**config.mk**
```make
export PLATFORM = sky130hd
export DESIGN_NAME = instr_cache
export DESIGN_NICKNAME = d
export VERILOG_FILES = /design/src/rtl/icache_pkg.sv /design/src/rtl/icache_line_array.sv /design/src/rtl/instr_cache.sv
export SDC_FILE = /design/constraint.sdc
export NUM_CORES = 1
export LEC_CHECK = 0
export ABC_AREA = 0
export BUFFER_PORTS_ARGS = -buffer_cell sky130_fd_sc_hd__buf_2
export CAP_MARGIN = 20
export CORE_MARGIN = 3
export CORE_UTILIZATION = 25
export CTS_CLUSTER_SIZE = 25
export DETAILED_ROUTE_END_ITERATION = 8
export PLACE_DENSITY = 0.44
export SKIP_CTS_REPAIR_TIMING = 1
export SYNTH_ARGS = -nofsm -noshare
export SYNTH_HDL_FRONTEND = slang
export SYNTH_HIERARCHICAL = 1
export SYNTH_SLANG_ARGS = --single-unit
```
**constraint.sdc**
```tcl
create_clock -name CLK -period 19.3 [get_ports CLK]
set_clock_uncertainty 0.05 [all_clocks]
set_input_delay 2.895 -clock CLK [delete_from_list [all_inputs] [get_ports CLK]]
set_output_delay 2.895 -clock CLK [all_outputs]
set_load 0.01 [all_outputs]
```
**src/rtl/icache_pkg.sv**
```systemverilog
// icache_pkg: shared state encoding and default geometry for the instruction cache
//   IDLE/MEM_READ FSM states; default ADDR_W/INDEX_BITS/WOFF_BITS with derived
//   tag, block-address and line widths.
package icache_pkg;
    typedef enum logic {IDLE, MEM_READ} state_t;
    localparam int IC_ADDR_W     = 10;
    localparam int IC_INDEX_BITS = 3;
    localparam int IC_WOFF_BITS  = 2;
    localparam int IC_TAG_BITS   = IC_ADDR_W - IC_INDEX_BITS - IC_WOFF_BITS - 2;
    localparam int IC_BLK_ADDR_W = IC_ADDR_W - IC_WOFF_BITS - 2;
    localparam int IC_LINE_W     = 32 << IC_WOFF_BITS;
endpackage

```
**src/rtl/icache_line_array.sv**
```systemverilog
// icache_line_array: tag/valid/data storage for a direct-mapped cache
//   i_clk, i_rst         clock, synchronous active-high reset (clears valid bits only)
//   i_ridx -> o_valid/o_tag/o_data   combinational read port
//   i_we, i_widx, i_wtag, i_wdata    synchronous write port (sets valid)
module icache_line_array #(
    parameter int INDEX_BITS = 3,
    parameter int TAG_BITS   = 3,
    parameter int LINE_W     = 128
) (
    input  logic                  i_clk,
    input  logic                  i_rst,
    input  logic [INDEX_BITS-1:0] i_ridx,
    output logic                  o_valid,
    output logic [TAG_BITS-1:0]   o_tag,
    output logic [LINE_W-1:0]     o_data,
    input  logic                  i_we,
    input  logic [INDEX_BITS-1:0] i_widx,
    input  logic [TAG_BITS-1:0]   i_wtag,
    input  logic [LINE_W-1:0]     i_wdata
);
    localparam int LINES = 1 << INDEX_BITS;

    logic [LINES-1:0]    r_valid;
    logic [TAG_BITS-1:0] r_tag  [LINES];
    logic [LINE_W-1:0]   r_data [LINES];

    always_ff @(posedge i_clk) begin
        if (i_rst)
            r_valid <= '0;
        else if (i_we)
            r_valid[i_widx] <= 1'b1;
    end

    // Tag/data need no reset: they are only trusted once the valid bit is set.
    always_ff @(posedge i_clk) begin
        if (i_we && !i_rst) begin
            r_tag[i_widx]  <= i_wtag;
            r_data[i_widx] <= i_wdata;
        end
    end

    assign o_valid = r_valid[i_ridx];
    assign o_tag   = r_tag[i_ridx];
    assign o_data  = r_data[i_ridx];
endmodule

```
**src/rtl/instr_cache.sv**
```systemverilog
// instr_cache: direct-mapped instruction cache between cpu fetch and block-wide memory
//   CLK, RESET                         clock, synchronous active-high reset
//   PC -> INSTRUCTION, BUSYWAIT         cpu fetch port (hits combinational, misses stall)
//   IMEM_READ, IMEM_ADDRESS,
//   IMEM_READDATA, IMEM_BUSYWAIT        block read port to instruction memory
//   HIT_COUNT, MISS_COUNT               saturating statistics, only with INSTR_CACHE_STATS_EN
module instr_cache
    import icache_pkg::*;
#(
    parameter int ADDR_W     = IC_ADDR_W,
    parameter int INDEX_BITS = IC_INDEX_BITS,
    parameter int WOFF_BITS  = IC_WOFF_BITS
) (
    input  logic                          CLK,
    input  logic                          RESET,
    input  logic [31:0]                   PC,
    output logic [31:0]                   INSTRUCTION,
    output logic                          BUSYWAIT,
    output logic                          IMEM_READ,
    output logic [ADDR_W-WOFF_BITS-3:0]   IMEM_ADDRESS,
    input  logic [(32<<WOFF_BITS)-1:0]    IMEM_READDATA,
    input  logic                          IMEM_BUSYWAIT
`ifdef INSTR_CACHE_STATS_EN
    ,
    output logic [31:0]                   HIT_COUNT,
    output logic [31:0]                   MISS_COUNT
`endif
);
    localparam int TAG_BITS   = ADDR_W - INDEX_BITS - WOFF_BITS - 2;
    localparam int BLK_ADDR_W = ADDR_W - WOFF_BITS - 2;
    localparam int LINE_W     = 32 << WOFF_BITS;

    state_t                  r_state, w_next;
    logic [BLK_ADDR_W-1:0]   r_blk_addr;
    logic [WOFF_BITS-1:0]    w_word;
    logic [INDEX_BITS-1:0]   w_index;
    logic [TAG_BITS-1:0]     w_tag, w_line_tag;
    logic                    w_valid, w_hit, w_fill;
    logic [LINE_W-1:0]       w_line_data;
    logic                    w_unused;

    // Bits above ADDR_W are dropped so fetches wrap modulo the instruction space.
    assign w_word   = PC[WOFF_BITS+1:2];
    assign w_index  = PC[WOFF_BITS+INDEX_BITS+1:WOFF_BITS+2];
    assign w_tag    = PC[ADDR_W-1:ADDR_W-TAG_BITS];
    assign w_unused = ^{PC[31:ADDR_W], PC[1:0]};

    icache_line_array #(
        .INDEX_BITS (INDEX_BITS),
        .TAG_BITS   (TAG_BITS),
        .LINE_W     (LINE_W)
    ) u_lines (
        .i_clk   (CLK),
        .i_rst   (RESET),
        .i_ridx  (w_index),
        .o_valid (w_valid),
        .o_tag   (w_line_tag),
        .o_data  (w_line_data),
        .i_we    (w_fill),
        .i_widx  (r_blk_addr[INDEX_BITS-1:0]),
        .i_wtag  (r_blk_addr[BLK_ADDR_W-1:INDEX_BITS]),
        .i_wdata (IMEM_READDATA)
    );

    assign w_hit        = w_valid && (w_line_tag == w_tag);
    assign IMEM_ADDRESS = r_blk_addr;

    always_comb begin
        w_next      = r_state;
        w_fill      = 1'b0;
        BUSYWAIT    = 1'b0;
        IMEM_READ   = 1'b0;
        INSTRUCTION = 32'd0;
        if (!RESET) begin
            if (r_state == IDLE) begin
                if (w_hit) begin
                    INSTRUCTION = w_line_data[{w_word, 5'd0} +: 32];
                end else begin
                    BUSYWAIT = 1'b1;
                    w_next   = MEM_READ;
                end
            end else begin
                IMEM_READ = 1'b1;
                BUSYWAIT  = 1'b1;
                if (!IMEM_BUSYWAIT) begin
                    w_fill = 1'b1;
                    w_next = IDLE;
                end
            end
        end
    end

    // The fill target is captured at miss time; later PC changes cannot redirect it.
    always_ff @(posedge CLK) begin
        if (RESET) begin
            r_state <= IDLE;
        end else begin
            r_state <= w_next;
            if (r_state == IDLE && !w_hit)
                r_blk_addr <= {w_tag, w_index};
        end
    end

`ifdef INSTR_CACHE_STATS_EN
    logic        r_just_filled;
    logic [31:0] r_hit_cnt, r_miss_cnt;

    // The re-lookup right after a fill is the completion of a miss, not a new hit.
    always_ff @(posedge CLK) begin
        if (RESET) begin
            r_just_filled <= 1'b0;
            r_hit_cnt     <= '0;
            r_miss_cnt    <= '0;
        end else begin
            r_just_filled <= w_fill;
            if (r_state == IDLE && w_hit && !r_just_filled && r_hit_cnt != '1)
                r_hit_cnt <= r_hit_cnt + 32'd1;
            if (r_state == IDLE && !w_hit && r_miss_cnt != '1)
                r_miss_cnt <= r_miss_cnt + 32'd1;
        end
    end

    assign HIT_COUNT  = r_hit_cnt;
    assign MISS_COUNT = r_miss_cnt;
`endif
endmodule
```
==> results of run 1 <==
==> placed cells by master, fill, tap and decap left out, types with 2 or more instances in the layout <==
master      count
bufinv_16      12
mux2_2        132
inv_16          2
buf_8           2
inv_1           8
diode_2        15
mux4_1        121
nor3_1          2
mux4_2        175
clkbuf_16     110
buf_4          49
nor2_1          2
inv_6           4
nand2b_1        3
clkinv_2       29
clkinv_1       24
nand4b_1        3
nor2b_1        35
nor4_2          4
clkinvlp_4      5
xor2_1          3
nand4bb_1       3
dfxtp_1         9
buf_2         174
clkinv_4        2
a21oi_1         7
nor3_2          4
clkbuf_1       15
edfxtp_1     1054
==> layout make-up <==
| cell class | instances | area (um2) |
|---|---|---|
| Clock buffer | 126 | 2820 |
| Antenna cell | 15 | 37.5 |
| Multi-Input combinational cell | 501 | 9130 |
| Fill cell | 16100 | 117000 |
| Tap cell | 2189 | 2740 |
| Clock inverter | 79 | 742 |
| Inverter | 8 | 30.0 |
| Sequential cell | 1063 | 31800 |
| Timing Repair Buffer | 227 | 1280 |
==> logic make-up (layout without fill, tap and decap cells) <==
| kind of cell | count (synthesis) | in the layout | share of synthesized area |
|---|---|---|---|
| flip-flops | 1063 | 1063 | 0.765 |
| other | 0 | 15 | 0 |
| XOR/XNOR | 3 | 3 | 0.000632 |
| AO/OA/AOI/OAI | 8 | 8 | 0.00105 |
| buffers and inverters | 97 | 440 | 0.0166 |
| AND/OR/NAND/NOR | 62 | 62 | 0.00983 |
| multiplexers | 428 | 428 | 0.207 |
==> per-stage QoR <==
step           total power [mW]  utilization  hold WS, ns
2_1_floorplan              2.73            -        0.372
3_3_place_gp               2.80        0.273        0.399
3_5_place_dp               2.81        0.273        0.397
5_1_grt                    5.02        0.294        0.427
6_report                   4.84        0.294        0.405
4_1_cts                    4.92        0.294        0.405
==> flip-flops by register name, summed over array words and instances (netlist names) <==
name             flops
u_lines/r_valid      8
u_lines/r_tag       24
r_state              1
IMEM_ADDRESS         6
u_lines/r_data    1024
==> worst max-delay path: stages <==
cell     delay (ns)
buf_8          0.38
buf_4          0.65
buf_4          0.56
buf_4          0.77
mux4_1         0.65
mux2_2         0.30
mux4_2         0.52
nor2b_1        0.16
buf_2          0.17
==> power groups by stage <==
stage	sequential, mW	combinational, mW	clock (mW)
after floorplan	2.60	0.131	0
after global placement	2.60	0.204	0
after detailed placement	2.60	0.209	0
after CTS	2.55	0.210	2.16
after global routing	2.55	0.220	2.25
final	2.55	0.202	2.09
==> layer usage <==
layer	wire length [um]	vias up	global-route usage
met4	2650	20	0.0430
met5	134	-	0
met2	52500	341	0.207
met3	3990	176	0.0223
met1	41000	9762	0.139
li1	-	7784	-
==> final timing paths <==
check	startpoint	end	slack, ns	cells after the start
max	PC[4]	INSTRUCTION[5]	9.21	9
min	u_lines/r_valid[1]	u_lines/r_valid[1]	0.41	2
max reg2reg	r_state	u_lines/r_data[2][97]	15.41	6
min reg2reg	u_lines/r_valid[1]	u_lines/r_valid[1]	0.41	2
==> metrics.txt, run 1 <==
GR Overflow Total 0; crit path capture type output port; hpwl dp 55.3 mm; area leader, netlist edfxtp_1; clock root cell clkbuf_16; Syn Nets 1824; Setup Viol. Count Final 0; vias per cell roughly 4.3; Power Density 99.6 nW/um2; fin crit period around 10 ns; Final Hold Fails 0; P_int 3.85 mW; TNS Setup 0 ns; Cell Count, Final, Fillers Out 4208; vias in the first global route 19600; CTS tree done; Clock Sinks 1063; first-pass detailed-route iteration total 5; Place WS between 8 and 9 ns; chip height 414 um; RSZ-0062 raised after global routing no; Sequential Power Share 0.526; TritonCTS buffer count 110; Routed Antenna Nets 0; area delta synth->final 16.8%; clock transition at the registers of the reported paths 0.06 ns; Detailed Route Iter0 Violations 1004; Clock Latency Late Sink 0.71 ns; critical path class in -> out; Max FO, Critical Path 53; synthesized area 41600 um2; switching power ~0.99 mW; initial antenna violation count between 50 and 60; dpl cell area about 45000 um2; WP data arrival 7.15 ns; Finished Cell Area 48600 um2; CORE AREA around 170000 um2; Rows approximately 150; Leakage ~15 nW; I/O pins 203; Fmax 0.0991 GHz; Setup WS post-layout 9.21 ns; ys flop type edfxtp_1; Cell variety after synth 27; Worst VDD drop 67.9 uV; placed cells 3987; number of enable flip-flop cells after synthesis around 1100; DR DRC count 0; Synth top cells by count edfxtp_1 (1054), mux4_2 (175), mux2_2 (132); initial core utilization 0.252; Max clock buf depth 3; vias 18100; Hold Crit Class reg -> reg; first-pass GRT wire length 143 mm; largest net degree at the start of global routing 63; H-tree depth 3; layout cells sized above 1 0.354; total track usage 0.116; Routed WL per cell 23.8 um; die area ~170000 um2; Die Wd 414 um; outcome completed; Port-buffer cells 178; routability cong. 0.659; WL final 100 mm; syn_area_per_cell 25.0 um2; max cap viols 0; slew margin rel. 0.321; Ys Warns 6; flops & latches, synth between 1000 and 1500; CP required approximately 16 ns; Final Cycle Share 0.523; Combinational Power Share 0.042; Synth area leaders edfxtp_1 (76%), mux4_2 (9.5%), mux4_1 (7.6%); startpoint types input port; Sw Share 0.205; top cell type's share of synthesized area 0.761; actual slew at the worst max-slew pin 1.02 ns; fraction of the yosys area taken by sequential cells 0.765; fraction of registers with async set/reset 0; most frequent cell after synthesis edfxtp_1; Mapped Cells 1661; Nets 2074; clock share of power 0.432; Max Slew Vio Count 0
Note: power is estimated with default switching activity, not from simulation.
==> inputs of run 2 (changes only) <==
==> constraint.sdc (replaced) <==
create_clock -name CLK -period 10.1 [get_ports CLK]
set_clock_uncertainty 0.05 [all_clocks]
set_input_delay 1.515 -clock CLK [delete_from_list [all_inputs] [get_ports CLK]]
set_output_delay 1.515 -clock CLK [all_outputs]
set_load 0.01 [all_outputs]
==> metrics.txt, run 2 (same netlist as run 1, synthesis figures left out) <==
slew margin rel. 0.331; Port-buffer cells about 180; Routed WL per cell 23.9 um; Max FO, Critical Path 55; Met3 Wirelength 4.20 mm; initial core utilization 0.252; hpwl dp 53.2 mm; Fmax about 0.15 GHz; area delta synth->final 17.0%; met2 wire length 51.9 mm; fin crit period a little under 7 ns; I/O pins 203; clock transition at the registers of the reported paths 0.06 ns; Power Density 190 nW/um2; Clock Latency Late Sink 0.70 ns; Clock Sinks ~1100; Min Hold Slack 0.398 ns; Sw Share 0.199; top sig layer met5; actual slew at the worst max-slew pin 1.00 ns; Setup WS post-layout 3.20 ns; DR DRC count 0; layout cells sized above 1 0.348; Top Registers u_lines/r_data: 1024 flops, u_lines/r_tag: 24 flops, u_lines/r_valid: 8 flops; Max Slew Vio Count 0; outcome completed; Tot Pwr 9.26 mW; routability cong. between 0.6 and 0.7; WL final 100 mm; die area 171000 um2; max cap viols 0; startpoint types input port; Nets 2059; WP data arrival 5.33 ns; first-pass GRT wire length 143 mm; Detailed Route Iter0 Violations 1149; Die Wd 414 um; Worst VDD drop between 100 and 150 uV; most common cell after layout, fill and taps aside edfxtp_1; CORE AREA around 170000 um2; Sequential Power Share 0.526; Max clock buf depth 3; placed cells 3977; fill count 16000; P_int 7.41 mW; first-pass detailed-route iteration total 5; crit path capture type output port; Setup Viol. Count Final 0; CP required 8.54 ns; max reg flops just over 1000; most frequent cells in the layout edfxtp_1 (1054), mux4_2 (175), buf_2 (174), mux2_2 (132), mux4_1 (121); Final Hold Fails 0; GR Overflow Total 0; CTS tree done; switching power 1.85 mW; Reg with most FFs u_lines/r_data; Place WS 3.05 ns; clock share of power 0.433; chip height 414 um; Leakage 15.3 nW; Hold Crit Class reg -> reg; TritonCTS buffer count 106; RSZ-0062 raised after global routing no; Combinational Power Share 0.041; critical path class in -> out; Routed Antenna Nets 0; vias in the first global route 19500; clock root cell clkbuf_16; vias per cell roughly 4.3; total track usage 0.117; largest net degree at the start of global routing 93; initial antenna violation count 53; H-tree depth 3; Rows 149; Cell Count, Final, Fillers Out 4193; met1 WL 41.1 mm; TNS Setup 0 ns; vias roughly 18000; Final Cycle Share 0.683
[run 2: power by group through the flow]
stage	Clock [mW]	Combinational [mW]	Sequential, mW
CTS	4.15	0.397	4.87
global route	4.32	0.418	4.87
finish	4.01	0.383	4.87
global placement	0	0.384	4.96
floorplan	0	0.250	4.97
detailed placement	0	0.396	4.96
[run 2: worst paths after layout]
kind	start	to	slack [ns]	cells after the start
setup / recovery	PC[4]	INSTRUCTION[24]	3.20	8
hold / removal	u_lines/r_valid[5]	u_lines/r_valid[5]	0.40	2
setup reg to reg	r_state	u_lines/r_data[0][97]	6.63	7
hold reg to reg	u_lines/r_valid[5]	u_lines/r_valid[5]	0.40	2
[run 2: metal layers]
layer  vias up  track usage
li1       7761            -
met1      9732        0.141
met2       340        0.205
met3       163       0.0247
met4        20       0.0438
met5         -            0
[run 2: worst max-delay path, cell delays in order]
cell and delay [ns]:
buf_8 0.43, buf_4 0.72, buf_4 0.68, mux4_1 0.64, mux2_2 0.29, mux4_2 0.45
nor2b_1 0.22, buf_2 0.18
[run 2: stage by stage]
step           utilization  cell area, um2
6_report             0.295           48700
5_1_grt              0.295           48600
4_1_cts              0.294           48600
3_5_place_dp         0.273           45100
3_3_place_gp         0.272           45000
2_1_floorplan            -           41600
[run 2: cell type report]
| type | count | area [um2] | share of cell area |
|---|---|---|---|
| clock buffers | 132 | 2820 | 0.0580 |
| repair buffers | 216 | 1320 | 0.0271 |
| clock inverters | 67 | 751 | 0.0154 |
| diodes | 17 | 42.5 | 0.000874 |
| well taps | 2189 | 2740 | 0.0563 |
| multi-input cells | 501 | 9140 | 0.188 |
| inverters | 8 | 30.0 | 0.000617 |
| flip-flops and latches | 1063 | 31800 | 0.654 |
